File: src/rtl/bldc_pkg.sv
// Shared Hall/commutation tables for the BLDC emulator and its controller.
// Phase indices select A/B/C (AA/BB/CC on the low side) within 3-bit drive vectors.
package bldc_pkg;

    typedef logic [2:0] hall_idx_t;

    localparam logic [1:0] PH_A = 2'd0;
    localparam logic [1:0] PH_B = 2'd1;
    localparam logic [1:0] PH_C = 2'd2;

    localparam hall_idx_t IDX_LAST = 3'd5;

    // {H1,H2,H3} per rotor index, forward order
    localparam logic [2:0] HALL_SEQ [6] = '{3'b100, 3'b101, 3'b001, 3'b011, 3'b010, 3'b110};

    // Forward torque pair: FWD_HI high-side on, FWD_LO low-side on
    localparam logic [1:0] FWD_HI [6] = '{PH_A, PH_A, PH_B, PH_B, PH_C, PH_C};
    localparam logic [1:0] FWD_LO [6] = '{PH_B, PH_C, PH_C, PH_A, PH_A, PH_B};

    function automatic hall_idx_t idx_step(input hall_idx_t idx, input logic rev);
        hall_idx_t nxt;
        if (!rev) begin
            nxt = (idx >= IDX_LAST) ? 3'd0 : idx + 3'd1;
        end else begin
            nxt = (idx == 3'd0 || idx > IDX_LAST) ? IDX_LAST : idx - 3'd1;
        end
        return nxt;
    endfunction

endpackage

File: src/rtl/bldc_gate_classifier.sv
// Combinational classification of the six gate drives against the current rotor index.
// Outputs are mutually exclusive: off, fwd, rev, shoot, illegal.
module bldc_gate_classifier
    import bldc_pkg::*;
(
    input  logic      a_i,
    input  logic      aa_i,
    input  logic      b_i,
    input  logic      bb_i,
    input  logic      c_i,
    input  logic      cc_i,
    input  hall_idx_t idx_i,
    output logic      off_o,
    output logic      fwd_o,
    output logic      rev_o,
    output logic      shoot_o,
    output logic      illegal_o
);

    logic [2:0] hi;
    logic [2:0] lo;
    logic [2:0] pair_hi;
    logic [2:0] pair_lo;
    logic       idx_ok;

    always_comb begin
        hi      = {c_i, b_i, a_i};
        lo      = {cc_i, bb_i, aa_i};
        idx_ok  = (idx_i <= IDX_LAST);
        pair_hi = 3'b000;
        pair_lo = 3'b000;
        if (idx_ok) begin
            pair_hi = 3'b001 << FWD_HI[idx_i];
            pair_lo = 3'b001 << FWD_LO[idx_i];
        end

        off_o     = (hi == 3'b000) && (lo == 3'b000);
        shoot_o   = |(hi & lo);
        fwd_o     = idx_ok && (hi == pair_hi) && (lo == pair_lo);
        // Reverse torque is the forward pair with high and low sides swapped
        rev_o     = idx_ok && (hi == pair_lo) && (lo == pair_hi);
        illegal_o = !off_o && !shoot_o && !fwd_o && !rev_o;
    end

endmodule

File: src/rtl/bldc_hall_emulator.sv
// BLDC rotor/Hall model: measures drive duty per window and advances the Hall index at that rate.
// Flags shoot-through (sticky, freezes the rotor) and illegal commutation (sticky, informational).
module bldc_hall_emulator
    import bldc_pkg::*;
#(
    parameter int WIN_LOG2    = 4,
    parameter int ACC_W       = 12,
    parameter int STEP_THRESH = 64
) (
    input  logic                CLK,
    input  logic                RST,
    input  logic                A,
    input  logic                AA,
    input  logic                B,
    input  logic                BB,
    input  logic                C,
    input  logic                CC,
    output logic                H1,
    output logic                H2,
    output logic                H3,
    output logic [WIN_LOG2:0]   SPEED,
    output logic                DIR,
    output logic                FAULT,
    output logic                ILLEGAL
);

    localparam logic [ACC_W:0] THRESH = (ACC_W+1)'(STEP_THRESH);

    logic off, fwd, rev, shoot, illegal, active, wrap;

    logic [WIN_LOG2-1:0] win_cnt_q, win_cnt_d;
    logic [WIN_LOG2:0]   on_cnt_q, on_cnt_d;
    logic [WIN_LOG2:0]   speed_q, speed_d;
    logic [ACC_W-1:0]    acc_q, acc_d;
    logic [ACC_W:0]      sum;
    hall_idx_t           idx_q, idx_d;
    logic [2:0]          hall_q, hall_d;
    logic                dir_q, dir_d;
    logic                fault_q, fault_d;
    logic                illegal_q, illegal_d;

    bldc_gate_classifier u_classifier (
        .a_i       (A),
        .aa_i      (AA),
        .b_i       (B),
        .bb_i      (BB),
        .c_i       (C),
        .cc_i      (CC),
        .idx_i     (idx_q),
        .off_o     (off),
        .fwd_o     (fwd),
        .rev_o     (rev),
        .shoot_o   (shoot),
        .illegal_o (illegal)
    );

    always_comb begin
        active    = !off && !shoot && !illegal;
        wrap      = &win_cnt_q;
        win_cnt_d = win_cnt_q + WIN_LOG2'(1);
        on_cnt_d  = on_cnt_q + {{WIN_LOG2{1'b0}}, active};
        speed_d   = speed_q;
        if (wrap) begin
            speed_d  = on_cnt_d;
            on_cnt_d = '0;
        end

        dir_d     = rev ? 1'b1 : (fwd ? 1'b0 : dir_q);
        fault_d   = fault_q | shoot;
        illegal_d = illegal_q | illegal;

        // Motion uses the pre-wrap SPEED; a zero SPEED leaves acc unchanged naturally
        sum   = {1'b0, acc_q} + {{(ACC_W-WIN_LOG2){1'b0}}, speed_q};
        acc_d = acc_q;
        idx_d = idx_q;
        if (!fault_q) begin
            if (sum >= THRESH) begin
                acc_d = ACC_W'(sum - THRESH);
                idx_d = idx_step(idx_q, dir_q);
            end else begin
                acc_d = sum[ACC_W-1:0];
            end
        end

        hall_d = 3'b100;
        if (idx_d <= IDX_LAST) begin
            hall_d = HALL_SEQ[idx_d];
        end
    end

    always_ff @(posedge CLK) begin
        if (RST) begin
            win_cnt_q <= '0;
            on_cnt_q  <= '0;
            speed_q   <= '0;
            acc_q     <= '0;
            idx_q     <= '0;
            hall_q    <= 3'b100;
            dir_q     <= 1'b0;
            fault_q   <= 1'b0;
            illegal_q <= 1'b0;
        end else begin
            win_cnt_q <= win_cnt_d;
            on_cnt_q  <= on_cnt_d;
            speed_q   <= speed_d;
            acc_q     <= acc_d;
            idx_q     <= idx_d;
            hall_q    <= hall_d;
            dir_q     <= dir_d;
            fault_q   <= fault_d;
            illegal_q <= illegal_d;
        end
    end

    assign {H1, H2, H3} = hall_q;
    assign SPEED        = speed_q;
    assign DIR          = dir_q;
    assign FAULT        = fault_q;
    assign ILLEGAL      = illegal_q;

endmodule

File: config.mk
export PLATFORM = sky130hd
export DESIGN_NAME = bldc_hall_emulator
export DESIGN_NICKNAME = d
export VERILOG_FILES = /design/src/rtl/bldc_pkg.sv /design/src/rtl/bldc_gate_classifier.sv /design/src/rtl/bldc_hall_emulator.sv
export SDC_FILE = /design/constraint.sdc
export NUM_CORES = 1
export LEC_CHECK = 0
export BUFFER_PORTS_ARGS = -buffer_cell sky130_fd_sc_hd__buf_2
export CORE_ASPECT_RATIO = 1.75
export CORE_UTILIZATION = 54
export CTS_CLUSTER_DIAMETER = 40
export DETAILED_ROUTE_END_ITERATION = 8
export GPL_TIMING_DRIVEN = 1
export PLACE_DENSITY_LB_ADDON = 0.05
export SYNTH_ARGS = -nofsm -noshare
export SYNTH_HDL_FRONTEND = slang
export SYNTH_SLANG_ARGS = --single-unit
export TNS_END_PERCENT = 30
File: constraint.sdc
create_clock -name CLK -period 3 [get_ports CLK]
set_clock_uncertainty 0.05 [all_clocks]
set_input_delay 0.15 -clock CLK [delete_from_list [all_inputs] [get_ports CLK]]
set_output_delay 0.15 -clock CLK [all_outputs]
set_load 0.1 [all_outputs]
Word level (Yosys, flattened, before mapping)
Memories as Yosys holds them, arrays and structs flattened. A register that Yosys moved wholly into a read port is not among the register bits.
Index checks and enable logic that the tools add are counted.
{ "totals": {"word_cells": 72, "register_bits": 32, "memories": 3, "output_inout_bits": 11, "mem_bits_ro": 56} }
{ "op_classes": {"bitwise": 6, "eq_ne": 4, "shift": 2, "n_lt_le_gt_ge": 6, "n_reduce_logical": 23, "muxes": 14, "n_addsub": 6} }
{ "mem_list": {"columns": ["name", "words", "word_bits", "rd", "rd_ports_with_merged_regs", "write_ports", "line_no", "text"], "rows": [
  ["(no name shown)", 8, 3, 1, 1, 0, "bldc_hall_emulator.sv:87", "hall_d = HALL_SEQ[idx_d];"],
  ["(no name shown)", 8, 2, 1, 0, 0, "bldc_gate_classifier.sv:34", "pair_lo = 3'b001 << FWD_LO[idx_i];"],
  ["(no name shown)", 8, 2, 1, 0, 0, "bldc_gate_classifier.sv:33", "pair_hi = 3'b001 << FWD_HI[idx_i];"]
]} }
{ "op_table": {"columns": ["op", "count"], "rows": [
  ["3-bit 2-to-1 mux", 7],
  ["12-bit by 5-bit adder with 13-bit output", 1],
  ["13-bit by 7-bit >= comparator with 1-bit output (second input constant)", 1],
  ["3-bit == test", 4],
  ["12-bit 2-to-1 mux", 1],
  ["12-bit by 7-bit subtractor with 12-bit output (second input constant)", 1],
  ["1-bit logical AND", 9],
  ["3-bit logical NOT", 3],
  ["2-bit 2-to-1 mux", 4],
  ["3-bit inverter with 4-bit output", 2],
  ["3-bit <= comparator (second input constant)", 2],
  ["1-bit by 2-bit left shift with 3-bit output (first input constant)", 2],
  ["5-bit by 1-bit adder with 5-bit output", 1],
  ["1-bit logical NOT", 5],
  ["4-bit by 1-bit adder with 4-bit output (second input constant)", 1],
  ["4-bit >= comparator (second input constant)", 1],
  ["4-bit AND reduction", 1],
  ["2-bit OR reduction", 2],
  ["3-bit by 1-bit adder with 3-bit output (second input constant)", 1],
  ["3-bit bitwise AND", 1],
  ["3-bit >= comparator (second input constant)", 1],
  ["3-bit greater-than comparator (second input constant)", 1],
  ["3-bit OR reduction", 1],
  ["3-bit by 1-bit subtractor with 3-bit output (second input constant)", 1],
  ["other kinds (5)", 7]
]} }

Logic depth before layout (Yosys ltp)
Gate-level depths: netlist of run 1.
{ "logic_depth": {"ltp_word": 15, "depth_mapped": 17} }

Cells and area by module
From an unflattened synthesis of run 1, not the netlist that was laid out.
{ "hier_totals": {"hier_cells": 282, "area_unflattened_um2": 2381.0} }
{ "by_module_without_submodules": {"columns": ["module", "seq_area_each_um2", "n_inst", "area_per_inst_um2", "cells_each"], "rows": [
  ["bldc_hall_emulator", 700.7, 1, 2020.7, 229],
  ["bldc_gate_classifier", 0.0, 1, 360.3, 53]
]} }

Worst setup path before layout of run 1
No wires, ideal clock.
{ "synth_path": {"path_kind": "reg-to-reg", "from": "register speed_q[0], in the netlist SPEED[0]", "to": "register hall_q[2]", "setup_time_ns": 0.120, "path_stages_with_launch": 18, "t_required_ns": 2.830, "period_less_slack_ns": 4.038, "arrival_time_ns": 3.868, "setup_slack_ns": -1.038, "n_path_buf": 0, "path_cell_list": "dfxtp_1 ha_1 inv_1 fa_1 nand2b_1 a21oi_1 o21ai_0 xor2_1 inv_1 ha_1 nand2_1 nor3_1 o211ai_1 nor3_1 a21oi_4 a21oi_4 a211oi_2 a211o_1"} }
{ "synth_between": {"elab_chain_cells": 7} }
{ "synth_lines": {"columns": ["element", "line_no", "text"], "rows": [
  ["from (decl)", "bldc_hall_emulator.sv:33", "logic [WIN_LOG2:0] speed_q, speed_d;"],
  ["from (signal assigned)", "bldc_hall_emulator.sv:105", "speed_q <= speed_d;"],
  ["12-bit by 5-bit adder with 13-bit output (*)", "bldc_hall_emulator.sv:73", "sum = {1'b0, acc_q} + {{(ACC_W-WIN_LOG2){1'b0}}, speed_q};"],
  ["13-bit by 7-bit >= comparator with 1-bit output (*)", "bldc_hall_emulator.sv:77", "if (sum >= THRESH) begin"],
  ["3-bit 2-to-1 mux (*)", "bldc_hall_emulator.sv:77", null],
  ["3-bit 2-to-1 mux (*)", "bldc_hall_emulator.sv:76", "if (!fault_q) begin"],
  ["3-bit <= comparator", "bldc_hall_emulator.sv:86", "if (idx_d <= IDX_LAST) begin"],
  ["1-bit inverter (no source line)", null, null],
  ["2-bit OR reduction (no source line)", null, null],
  ["to (decl)", "bldc_hall_emulator.sv:37", "logic [2:0] hall_q, hall_d;"]
]} }
Mark *: on every way between the ends. The rest lies on a longest branch, timed or not.
A chain may end at the register's enable or synchronous reset.

Worst setup path in the final report of run 1
{ "layout_path": {"from": "register acc_q[0]", "to": "register hall_q[2]"} }
{ "layout_between": {"elab_chain_cells": 7} }
{ "layout_lines": {"columns": ["element", "line_no", "text"], "rows": [
  ["from (decl)", "bldc_hall_emulator.sv:34", "logic [ACC_W-1:0] acc_q, acc_d;"],
  ["from (signal assigned)", "bldc_hall_emulator.sv:96", "acc_q <= '0;"],
  ["from (signal assigned)", "bldc_hall_emulator.sv:106", "acc_q <= acc_d;"],
  ["12-bit by 5-bit adder with 13-bit output (*)", "bldc_hall_emulator.sv:73", null],
  ["13-bit by 7-bit >= comparator with 1-bit output (*)", "bldc_hall_emulator.sv:77", null],
  ["3-bit 2-to-1 mux (*)", "bldc_hall_emulator.sv:77", null],
  ["3-bit 2-to-1 mux (*)", "bldc_hall_emulator.sv:76", null],
  ["3-bit <= comparator", "bldc_hall_emulator.sv:86", null],
  ["1-bit inverter (no source line)", null, null],
  ["2-bit OR reduction (no source line)", null, null]
]} }
Marked as above.

==> results.md, run 1 <==
- Final setup viols: 7
- Clock Power Share: between 10% and 20%
- Max Freq: around 0.32 GHz
- Synth Flop Type: dfxtp_1
- Die width: ~52 um
- Post-synthesis sequential area ratio: between 20% and 30%
- Number of global-route vias before repair: about 2300
- Multi-input gate area: 1758 um2
- RSZ-0062 raised after global routing: yes
- Die ar.: about 4700 um2
- Number of I/O pins: 19
- Critical path's most frequent cell: a21oi_4
- Die Y: 89.66 um
- Critical path cell sequence: ha_4, inv_2, fa_2, nand2b_4, a21oi_4, o21ai_2, xor2_1, inv_1, ha_2, nand2_2, nor3_2, o211ai_1, nor3_2, a21oi_4, a21oi_4, a211oi_2, a211o_1
- First-pass GRT wire length: between 10000 and 15000 um
- Sequential share of power: between 20 and 25%
- GRT Total Usage: just under 30%
- CP arrival: between 3000 and 4000 ps
- DRC violations left: 0
- Worst hold stages: 3
- Share of layout cells above drive strength 1: between 30% and 40%
- GPL Wtd Cong: 0.8454
- Startpoint Class: flop
- Worst path bufs/invs: 2
- Switching pwr: 1.177 mW
- Antenna Cells: 0
- Clock-pin slew on the worst setup and hold paths: ~80 ps
- Setup TNS Final: -750.1 ps
- Final Critical Period: about 3100 ps
- Post-synth EDFFs: 0
- Detail-routed via count per cell: about 5.9
- Worst hold margin: 236.3 ps
- Seq. cell area: between 700 and 800 um2
- Drt pass-1 iters: 4
- Ys async rst share: 0%
- Share of power burned in combinational logic: between 50% and 60%
- Clock root buffer: clkbuf_8
- H-tree depth: 2
- DR iter-0 viols: between 70 and 80
- Tcrit/Tclk final: 104.4%
- Largest net degree at the start of global routing: 37
- Worst slew pin tran: 682.5 ps
- Cell variety after synth: 59
- WL/cell: roughly 16 um
- Hold Fails Final Rpt: 0
- Yosys warning total: 0
- Reg2reg path depth: 17
- IO Port Bufs: 18
- Core Region: around 4200 um2
- Max-cap viol count: 0
- Cells after synthesis: roughly 300
- Switching power share of the total: between 40% and 50%
- Critical path required time: approximately 3100 ps
- PwrDens: just under 900 nW/um2
- CTS tree: built
- Via count: between 2000 and 2500
- Worst path slowest cell: dfxtp_2
- Pint: ~1.6 mW
- WL final: around 6400 um
- Setup CP Type: reg -> reg
- Slew Limit Fails: 0
- Sink Count: 35
- Post-Synthesis Net Count: 316
- Initial antenna violation count: 0
- Crit path max fanout: 8
- Post-DP HPWL: about 4500 um
- FF+latch count, synth: 35
- Status: complete, but fails checks
- CP Capture Type: flop
- Failing checks: setup timing
- CTS Buffer Depth: 2
- Peak supply drop: 0.7859 mV
- Nets: between 300 and 400
- Leakage power: roughly 1.2 nW
- Post-route ant nets: 0
- Initial Util: between 50% and 60%
- # rows: 31
- Worst-Skew Late Latency: around 300 ps
- Critical path's largest stage delay: around 360 ps
- Mapped Area: roughly 2400 um2
- CP top delay family: compound AO/OA/AOI/OAI gates
- Syn Area/Cell: between 8 and 9 um2
- Worst path depth: 17
- Fillcell total: 331
- Total CTS buffers: 5
- Hold crit path type: in -> reg
- Rel. slew slack: between 50% and 60%
- Gr ovfl total: 0
- Layout area overhead: 33.46%
- Final WS setup: -132.7 ps
Yosys cell counts (2+ instances only):
| master | count | area [um2] |
|---|---|---|
| nor3b_1 | 5 | 37.54 |
| nand4_1 | 2 | 12.51 |
| o2111ai_1 | 2 | 17.52 |
| mux2i_1 | 6 | 60.06 |
| nor2_1 | 37 | 138.9 |
| dfxtp_1 | 35 | 700.7 |
| a311oi_1 | 2 | 17.52 |
| o21a_1 | 2 | 15.01 |
| a21oi_1 | 18 | 90.09 |
| nor4b_1 | 5 | 43.79 |
| a211o_1 | 2 | 17.52 |
| a21oi_4 | 2 | 32.53 |
| nand2b_1 | 4 | 25.02 |
| a31oi_1 | 2 | 12.51 |
| a2bb2oi_1 | 2 | 17.52 |
| nand2_1 | 22 | 82.58 |
| xnor2_1 | 8 | 70.07 |
| or3_1 | 2 | 12.51 |
| nand3_1 | 10 | 50.05 |
| a211oi_1 | 6 | 45.04 |
| o21ai_1 | 7 | 35.03 |
| buf_2 | 2 | 10.01 |
| and3_1 | 2 | 12.51 |
| o31ai_1 | 4 | 30.03 |
| nor4_1 | 2 | 12.51 |
| nor3_1 | 9 | 45.04 |
| clkbuf_1 | 13 | 48.80 |
| ha_1 | 14 | 175.2 |
| and2_1 | 2 | 12.51 |
| inv_1 | 10 | 37.54 |
| o21ai_0 | 11 | 55.05 |
| xor2_1 | 7 | 61.31 |
| or2_1 | 2 | 12.51 |
| o211ai_1 | 4 | 30.03 |
| nor2b_1 | 6 | 37.54 |
through the flow:
stage          util, %  std cells  power [mW]  area (um2)  worst slack (ps)
3_3_place_gp     67.62        383       2.011        2833            -105.8
5_1_grt          75.54        398       2.969        3164            -286.0
6_report         75.54        398       2.813        3164            -132.7
2_1_floorplan        -        293       1.607        2451            -295.5
3_5_place_dp     67.62        383       2.032        2833            -183.9
4_1_cts          72.64        396       2.616        3043            -36.93
area by class of cell:
type | count | area share, %
Clock buffer | 5 | 2.175
Clock inverter | 3 | 2.135
Inverter | 11 | 1.305
Multi-Input combinational cell | 231 | 55.56
Sequential cell | 35 | 22.78
Tap cell | 49 | 1.938
Timing Repair Buffer | 64 | 14.12
sequential cells by signal, indices dropped and copies added, names as in the netlist:
name,flops
DIR,1
idx_q,3
hall_q,3
ILLEGAL,1
FAULT,1
SPEED,5
acc_q,12
on_cnt_q,5
win_cnt_q,4
kinds of logic (layout without fill, tap and decap cells):
group | count (synthesis) | after routing | share of synthesized area [%]
buf+inv | 27 | 83 | 4.380
mux | 7 | 7 | 3.008
simple gates | 114 | 114 | 24.27
compound gates | 80 | 80 | 25.01
fa+ha+maj | 15 | 15 | 8.232
flops | 35 | 35 | 29.55
xor+xnor | 15 | 15 | 5.541
worst paths after layout:
kind                           startpoint                 endpoint  slack (ps)
setup reg to reg    acc_q[0]$_SDFFE_PP0N_     hall_q[2]$_SDFF_PP1_        -130
setup / recovery    acc_q[0]$_SDFFE_PP0N_     hall_q[2]$_SDFF_PP1_        -130
hold reg to reg   win_cnt_q[0]$_SDFF_PP0_  win_cnt_q[0]$_SDFF_PP0_         400
hold / removal                          C         FAULT$_SDFF_PP0_         240
metal layers:
layer  GRT usage, %  part of all wire, %  wire, um
met1          28.87                   37      2408
met2          57.58                   56      3625
met3          4.377                  2.4       152
met4          15.23                  3.8       242
met5              0                    0         0
layout by cell type, fill, tap and decap left out, types with 6 or more instances in the layout:
| master | netlist | final |
|---|---|---|
| a21oi_1 | 18 | 15 |
| buf_2 | 2 | 18 |
| buf_4 | 0 | 43 |
| dfxtp_1 | 35 | 25 |
| dfxtp_2 | 0 | 7 |
| ha_1 | 14 | 6 |
| inv_1 | 10 | 8 |
| nand2_1 | 22 | 21 |
| nand3_1 | 10 | 9 |
| nor2_1 | 37 | 34 |
| nor2b_1 | 6 | 6 |
| nor3_1 | 9 | 7 |
| o21ai_0 | 11 | 10 |
| o21ai_1 | 7 | 6 |
| xnor2_1 | 8 | 7 |
| xor2_1 | 7 | 7 |
power by group through the flow:
stage	combinational, mW	sequential [mW]	clock [mW]
floorplan	0.879	0.728	0
global placement	1.39	0.623	0
detailed placement	1.41	0.622	0
CTS	1.48	0.614	0.523
global route	1.79	0.635	0.545
finish	1.67	0.624	0.520
timing repair:
item | 4_1_cts | 5_1_grt
hold buffers | 0 | 0
setup buffers | 5 | 2
endpoints found under the setup margin | 14 | 17
gates resized for setup | 13 | 24
pin swaps | 7 | 11
worst register-to-register path, delay by kind of cell, from the launching register on:
kind            cells  cell delay (ps)
xor+xnor            1              190
flops               1              360
fa+ha+maj           3              650
compound gates      7             1060
buf+inv             2              110
simple gates        4              590
Note: power is estimated with default switching activity, not from simulation.
==> inputs of run 2 (changes only) <==
ABC_CLOCK_PERIOD_IN_PS = 3000   (was unset)
BUFFER_PORTS_ARGS = -buffer_cell sky130_fd_sc_hd__buf_4   (was -buffer_cell sky130_fd_sc_hd__buf_2)
SKIP_CTS_REPAIR_TIMING = 1   (was unset)
==> results.md, run 2 (same netlist as run 1, synthesis figures left out) <==
- Status: complete, but fails checks (unchanged)
- Failing checks: setup timing (unchanged)
- Placed Cells incl. Taps: 381 (was 383)
- Gr ovfl total: 0 (unchanged)
- Biggest register: acc_q (unchanged)
- Post-route ant nets: 0 (unchanged)
- Crit path max fanout: 8 (unchanged)
- Die width: 52.09 um (unchanged)
- Max-cap viol count: 0 (unchanged)
- Slew Limit Fails: 0 (unchanged)
- Reg2reg path depth: 14 (was 17)
- Rel. slew slack: 61.94% (was 54.50%)
- # rows: 31 (unchanged)
- Clock root buffer: clkbuf_8 (unchanged)
- Critical path required time: 3110 ps (was 3130 ps)
- Initial Util: 56.60% (unchanged)
- Number of I/O pins: 19 (unchanged)
- Drt pass-1 iters: 4 (unchanged)
- Share of layout cells above drive strength 1: 34.01% (was 36.39%)
- Die Y: 89.66 um (unchanged)
- Worst slew pin tran: 570.9 ps (was 682.5 ps)
- Nets: 366 (was 371)
- Peak supply drop: 0.7164 mV (was 0.7859 mV)
- Largest net degree at the start of global routing: 37 (unchanged)
- IO Port Bufs: 18 (unchanged)
- Setup CP Type: reg -> reg (unchanged)
- Largest register FFs: 12 (unchanged)
- Critical path's largest stage delay: 350 ps (was 360 ps)
- Final WS setup: -56.90 ps (was -132.7 ps)
- Final std cells w/o fill: 393 (was 398)
- Leading cell type in the layout, fill and taps excluded: buf_4 (unchanged)
- Switching power share of the total: 43.31% (was 41.84%)
- Pint: 1.458 mW (was 1.636 mW)
- WL/cell: 16.00 um (was 16.15 um)
- Core Region: 4189 um2 (unchanged)
- Startpoint Class: flop (unchanged)
- Most frequent cells in the layout: buf_4 (58), nor2_1 (34), dfxtp_1 (25) (was buf_4 (43), nor2_1 (34), dfxtp_1 (25))
- Antenna Cells: 0 (unchanged)
- Post-DP HPWL: 4461 um (was 4474 um)
- Max Freq: 0.3271 GHz (was 0.3192 GHz)
- GPL Wtd Cong: 0.8551 (was 0.8454)
- Post-placement setup slack: -210.7 ps (was -183.9 ps)
- Layout area overhead: 31.35% (was 33.46%)
- DRC violations left: 0 (unchanged)
- Sink Count: 35 (unchanged)
- Power consumption: 2.571 mW (was 2.813 mW)
- Critical path cell sequence: ha_4, a211o_1, a311oi_4, nor2_2, xnor2_2, ha_2, nand2_2, nor3_2, o211ai_1, nor3_2, a21oi_4, a21oi_4, mux2i_1, nor2_1 (was ha_4, inv_2, fa_2, nand2b_4, a21oi_4, o21ai_2, xor2_1, inv_1, ha_2, nand2_2, nor3_2, o211ai_1, nor3_2, a21oi_4, a21oi_4, a211oi_2, a211o_1)
- CP arrival: 3170 ps (was 3260 ps)
- Leakage power: 1.207 nW (was 1.240 nW)
- Number of global-route vias before repair: 2162 (was 2268)
- Detail-routed via count per cell: 5.947 (was 5.925)
- Clock-pin slew on the worst setup and hold paths: 80 ps (about the same)
- Switching pwr: 1.113 mW (was 1.177 mW)
- CTS tree: built (unchanged)
- DR iter-0 viols: 64 (was 72)
- CTS Buffer Depth: 2 (unchanged)
- Share of power burned in combinational logic: 59.0% (was 59.4%)
- Worst-Skew Late Latency: 290 ps (was 300 ps)
- Worst path slowest cell: dfxtp_2 (unchanged)
- Die ar.: 4670 um2 (unchanged)
- Hold Fails Final Rpt: 0 (unchanged)
- Final Critical Period: 3057 ps (was 3133 ps)
- WL final: 6287 um (was 6427 um)
- First-pass GRT wire length: 9439 um (was 10080 um)
- PwrDens: 825.5 nW/um2 (was 889.1 nW/um2)
- Setup TNS Final: -298.3 ps (was -750.1 ps)
- Worst hold stages: 3 (unchanged)
- CP Capture Type: flop (unchanged)
- Final setup viols: 8 (was 7)
- Tcrit/Tclk final: 101.9% (was 104.4%)
- Total CTS buffers: 5 (unchanged)
- Sequential share of power: 24.2% (was 22.2%)
- Initial antenna violation count: 0 (unchanged)
- H-tree depth: 2 (unchanged)
- Via count: 2337 (was 2358)
- RSZ-0062 raised after global routing: yes (unchanged)
- Clock Power Share: 16.8% (was 18.5%)
- GRT Total Usage: 27.47% (was 29.59%)
- Hold crit path type: in -> reg (unchanged)
- Fillcell total: 337 (was 331)
run 2: cell types whose count changed in the layout (fill, tap and decap cells not counted), moves of 2 or more:
cell	delta
buf_4	+15
buf_6	-2
a21oi_1	+2
a21oi_2	-2
buf_2	-18
run 2: path summary, 6_finish.rpt:
path / start / to / slack [ps]
setup reg to reg: acc_q[1]$_SDFFE_PP0N_ / hall_q[0]$_SDFF_PP0_ / -60
hold / removal: C / FAULT$_SDFF_PP0_ / 190
hold reg to reg: win_cnt_q[0]$_SDFF_PP0_ / win_cnt_q[0]$_SDFF_PP0_ / 400
setup / recovery: acc_q[1]$_SDFFE_PP0N_ / hall_q[0]$_SDFF_PP0_ / -60
run 2: through the flow:
step | cell area [um2] | hold WS [ps] | util [%]
after global placement | 2863 | 377.3 | 68.34
after detailed placement | 2863 | 391.0 | 68.34
after global routing | 3114 | 221.0 | 74.34
final | 3114 | 192.8 | 74.34
after CTS | 2975 | 185.2 | 71.03
after floorplan | 2451 | 324.3 | -
run 2: layer usage:
metal | global-route usage (%) | vias to the layer above | share of wire, %
met5 | 0 | - | 0
met4 | 13.02 | 0 | 2.8
met3 | 4.882 | 14 | 3.3
met2 | 54.08 | 48 | 56
met1 | 26.20 | 1121 | 38
li1 | - | 1154 | -
run 2: layout make-up:
| class | count | area (um2) | area share, % |
|---|---|---|---|
| Clock buffer | 5 | 68.82 | 2.210 |
| Clock inverter | 3 | 43.79 | 1.406 |
| Inverter | 11 | 41.29 | 1.326 |
| Multi-Input combinational cell | 231 | 1732 | 55.60 |
| Timing Repair Buffer | 59 | 446.7 | 14.34 |
| Tap cell | 49 | 61.31 | 1.969 |
| Sequential cell | 35 | 720.7 | 23.14 |
run 2: power by group through the flow:
stage | sequential [mW] | combinational (mW) | clock (mW)
floorplan | 0.728 | 0.879 | 0
global placement | 0.621 | 1.34 | 0
detailed placement | 0.621 | 1.37 | 0
CTS | 0.612 | 1.37 | 0.440
global route | 0.632 | 1.64 | 0.461
finish | 0.623 | 1.52 | 0.431
run 2: critical path, delay by kind of cell (launching register included):
family | cells | cell delay [ps]
AOI/OAI and AO/OA | 5 | 1120
xor gates and xnor gates | 1 | 180
adders and majority gates | 2 | 430
DFF | 1 | 350
muxes | 1 | 230
and+or+nand+nor | 5 | 570
==> inputs of run 3 (changes only) <==
CTS_BUF_LIST = sky130_fd_sc_hd__clkbuf_16   (was unset)
==> results.md, run 3 (same netlist as run 1, synthesis figures left out) <==
- Critical path cell sequence: ha_4, or2_4, a311oi_4, nor2_2, xnor2_2, ha_2, nand2_2, nor3_2, o211ai_1, nor3_2, a21oi_4, a21oi_4, mux2i_1, nor2_1 (was ha_4, a211o_1, a311oi_4, nor2_2, xnor2_2, ha_2, nand2_2, nor3_2, o211ai_1, nor3_2, a21oi_4, a21oi_4, mux2i_1, nor2_1)
- Post-route ant nets: 0 (unchanged)
- Worst hold stages: 3 (unchanged)
- Switching power share of the total: 41.23% (was 43.31%)
- Nets: 366 (unchanged)
- RSZ-0062 raised after global routing: yes (unchanged)
- Share of layout cells above drive strength 1: 34.01% (unchanged)
- Worst slew pin tran: 592.0 ps (was 570.9 ps)
- IO Port Bufs: 18 (unchanged)
- Pint: 1.603 mW (was 1.458 mW)
- Post-placement setup slack: -210.7 ps (unchanged)
- Largest register FFs: 12 (unchanged)
- Initial antenna violation count: 0 (unchanged)
- Max-cap viol count: 0 (unchanged)
- Post-route design area: 3181 um2 (was 3114 um2)
- Share of power burned in combinational logic: 55.5% (was 59.0%)
- Biggest register: acc_q (unchanged)
- Final WS setup: -40.89 ps (was -56.90 ps)
- CP arrival: 3140 ps (was 3170 ps)
- # rows: 31 (unchanged)
- Number of global-route vias before repair: 2178 (was 2162)
- Setup CP Type: reg -> reg (unchanged)
- Critical path required time: 3100 ps (was 3110 ps)
- Worst path bufs/invs: 0 (unchanged)
- RR Startpoint: SPEED[2]$_SDFFE_PP0P_ (was acc_q[1]$_SDFFE_PP0N_)
- Initial Util: 56.60% (unchanged)
- CTS tree: built (unchanged)
- Detail-routed via count per cell: 5.957 (was 5.947)
- Crit Reg-Reg Endpoint: hall_q[0]$_SDFF_PP0_ (unchanged)
- Reg2reg path depth: 14 (unchanged)
- GPL Wtd Cong: 0.8551 (unchanged)
- Most frequent cells in the layout: buf_4 (58), nor2_1 (34), dfxtp_1 (25) (unchanged)
- Critical path's largest stage delay: 350 ps (about the same)
- Failing checks: setup timing (unchanged)
- Largest net degree at the start of global routing: 37 (unchanged)
- Layout area overhead: 34.14% (was 31.35%)
- Worst-Skew Late Latency: 280 ps (was 290 ps)
- Final Critical Period: 3041 ps (was 3057 ps)
- Die width: 52.09 um (unchanged)
- Final setup viols: 7 (was 8)
- CP Capture Type: flop (unchanged)
- Clock Power Share: 21.6% (was 16.8%)
- GRT met2 Usage: 55.36% (was 54.08%)
- Post-DP HPWL: 4461 um (unchanged)
- Worst path slowest cell: dfxtp_4 (was dfxtp_2)
- Gr busiest metal: met2 (unchanged)
- Number of I/O pins: 19 (unchanged)
- Hold crit path type: in -> reg (unchanged)
- PwrDens: 857.4 nW/um2 (was 825.5 nW/um2)
- Max Freq: 0.3289 GHz (was 0.3271 GHz)
- Min-delay src: C (unchanged)
- Via count: 2341 (was 2337)
- CP top delay family: simple AND/OR/NAND/NOR gates (was compound AO/OA/AOI/OAI gates)
- Clock root buffer: clkbuf_16 (was clkbuf_8)
- DR iter-0 viols: 61 (was 64)
- H-tree depth: 2 (unchanged)
- WL final: 6218 um (was 6287 um)
- Flop2flop setup slack: -40 ps (was -60 ps)
- Met1 Track Usage GR: 26.95% (was 26.20%)
- Met3 GRT Util: 4.882% (unchanged)
- WL/cell: 15.82 um (was 16.00 um)
- Startpoint Class: flop (unchanged)
- DRC violations left: 0 (unchanged)
- Fillcell total: 326 (was 337)
- Die ar.: 4670 um2 (unchanged)
- Tcrit/Tclk final: 101.4% (was 101.9%)
- DP Area: 2863 um2 (unchanged)
- First-pass GRT wire length: 9611 um (was 9439 um)
- CTS Buffer Depth: 2 (unchanged)
- Crit path max fanout: 8 (unchanged)
- Status: complete, but fails checks (unchanged)
- Setup TNS Final: -177.8 ps (was -298.3 ps)
- Clock-pin slew on the worst setup and hold paths: 60 ps (was 80 ps)
- Switching pwr: 1.124 mW (was 1.113 mW)
- Antenna Cells: 0 (unchanged)
- GRT Total Usage: 28.06% (was 27.47%)
- Sequential share of power: 22.9% (was 24.2%)
- Die Y: 89.66 um (unchanged)
- Leakage power: 1.231 nW (was 1.207 nW)
- Slew Limit Fails: 0 (unchanged)
- Rel. slew slack: 60.54% (was 61.94%)
- Peak supply drop: 0.7982 mV (was 0.7164 mV)
- Core Region: 4189 um2 (unchanged)
- Gr ovfl total: 0 (unchanged)
- Total CTS buffers: 5 (unchanged)
- Drt pass-1 iters: 4 (unchanged)
- Hold endpoint: FAULT$_SDFF_PP0_ (unchanged)
- Sink Count: 35 (unchanged)
- Leading cell type in the layout, fill and taps excluded: buf_4 (unchanged)
- Hold Fails Final Rpt: 0 (unchanged)
## run 3: cell counts in the layout (fill, tap and decap cells not counted)
Identical to the previous run, type by type.
## run 3: area by class of cell
class                      count  area [um2]  area share (%)
clock inverter                 3       43.79           1.377
timing repair buffer          59       446.7           14.04
tap                           49       61.31           1.928
clock buffer                   5       125.1           3.934
multi-input combinational    231        1742           54.76
sequential                    35       720.7           22.66
inverter                      11       41.29           1.298
## run 3: power groups by stage
stage               clock network [mW]  registers (mW)  logic, mW
global route                     0.623           0.633       1.65
floorplan                            0           0.728      0.879
detailed placement                   0           0.621       1.37
global placement                     0           0.621       1.34
finish                           0.590           0.624       1.51
CTS                              0.603           0.613       1.37
## run 3: worst max path at each step
stage | to | cells past startpoint | slack, ps | startpoint
after floorplan | hall_q[2]$_SDFF_PP1_ | 14 | -300 | SPEED[1]$_SDFFE_PP0P_
after global placement | hall_q[2]$_SDFF_PP1_ | 14 | -120 | acc_q[1]$_SDFFE_PP0N_
after detailed placement | hall_q[2]$_SDFF_PP1_ | 14 | -210 | acc_q[1]$_SDFFE_PP0N_
after CTS | hall_q[2]$_SDFF_PP1_ | 14 | -210 | acc_q[1]$_SDFFE_PP0N_
after global routing | idx_q[0]$_SDFF_PP0_ | 14 | -230 | acc_q[1]$_SDFFE_PP0N_
final | hall_q[0]$_SDFF_PP0_ | 14 | -40 | SPEED[2]$_SDFFE_PP0P_
## run 3: worst min-delay path, stage by stage
cell and delay [ps]:
buf_4 120, a222oi_1 90, a21oi_1 140
## run 3: through the flow
step                utilization [%]  total power, mW  std cells  hold WS [ps]
floorplan                         -            1.607        293         324.3
finish                        75.93            2.727        393         201.8
detailed placement            68.34            1.990        381         391.0
CTS                           72.37            2.588        389         198.3
global placement              68.34            1.963        381         377.3
global route                  75.93            2.902        393         239.9
## run 3: metal layers
layer / share of wire, % / vias to the layer above
met5: 0 / -
met1: 39 / 1114
li1: - / 1153
met4: 4.7 / 0
met3: 2.8 / 25
met2: 54 / 49
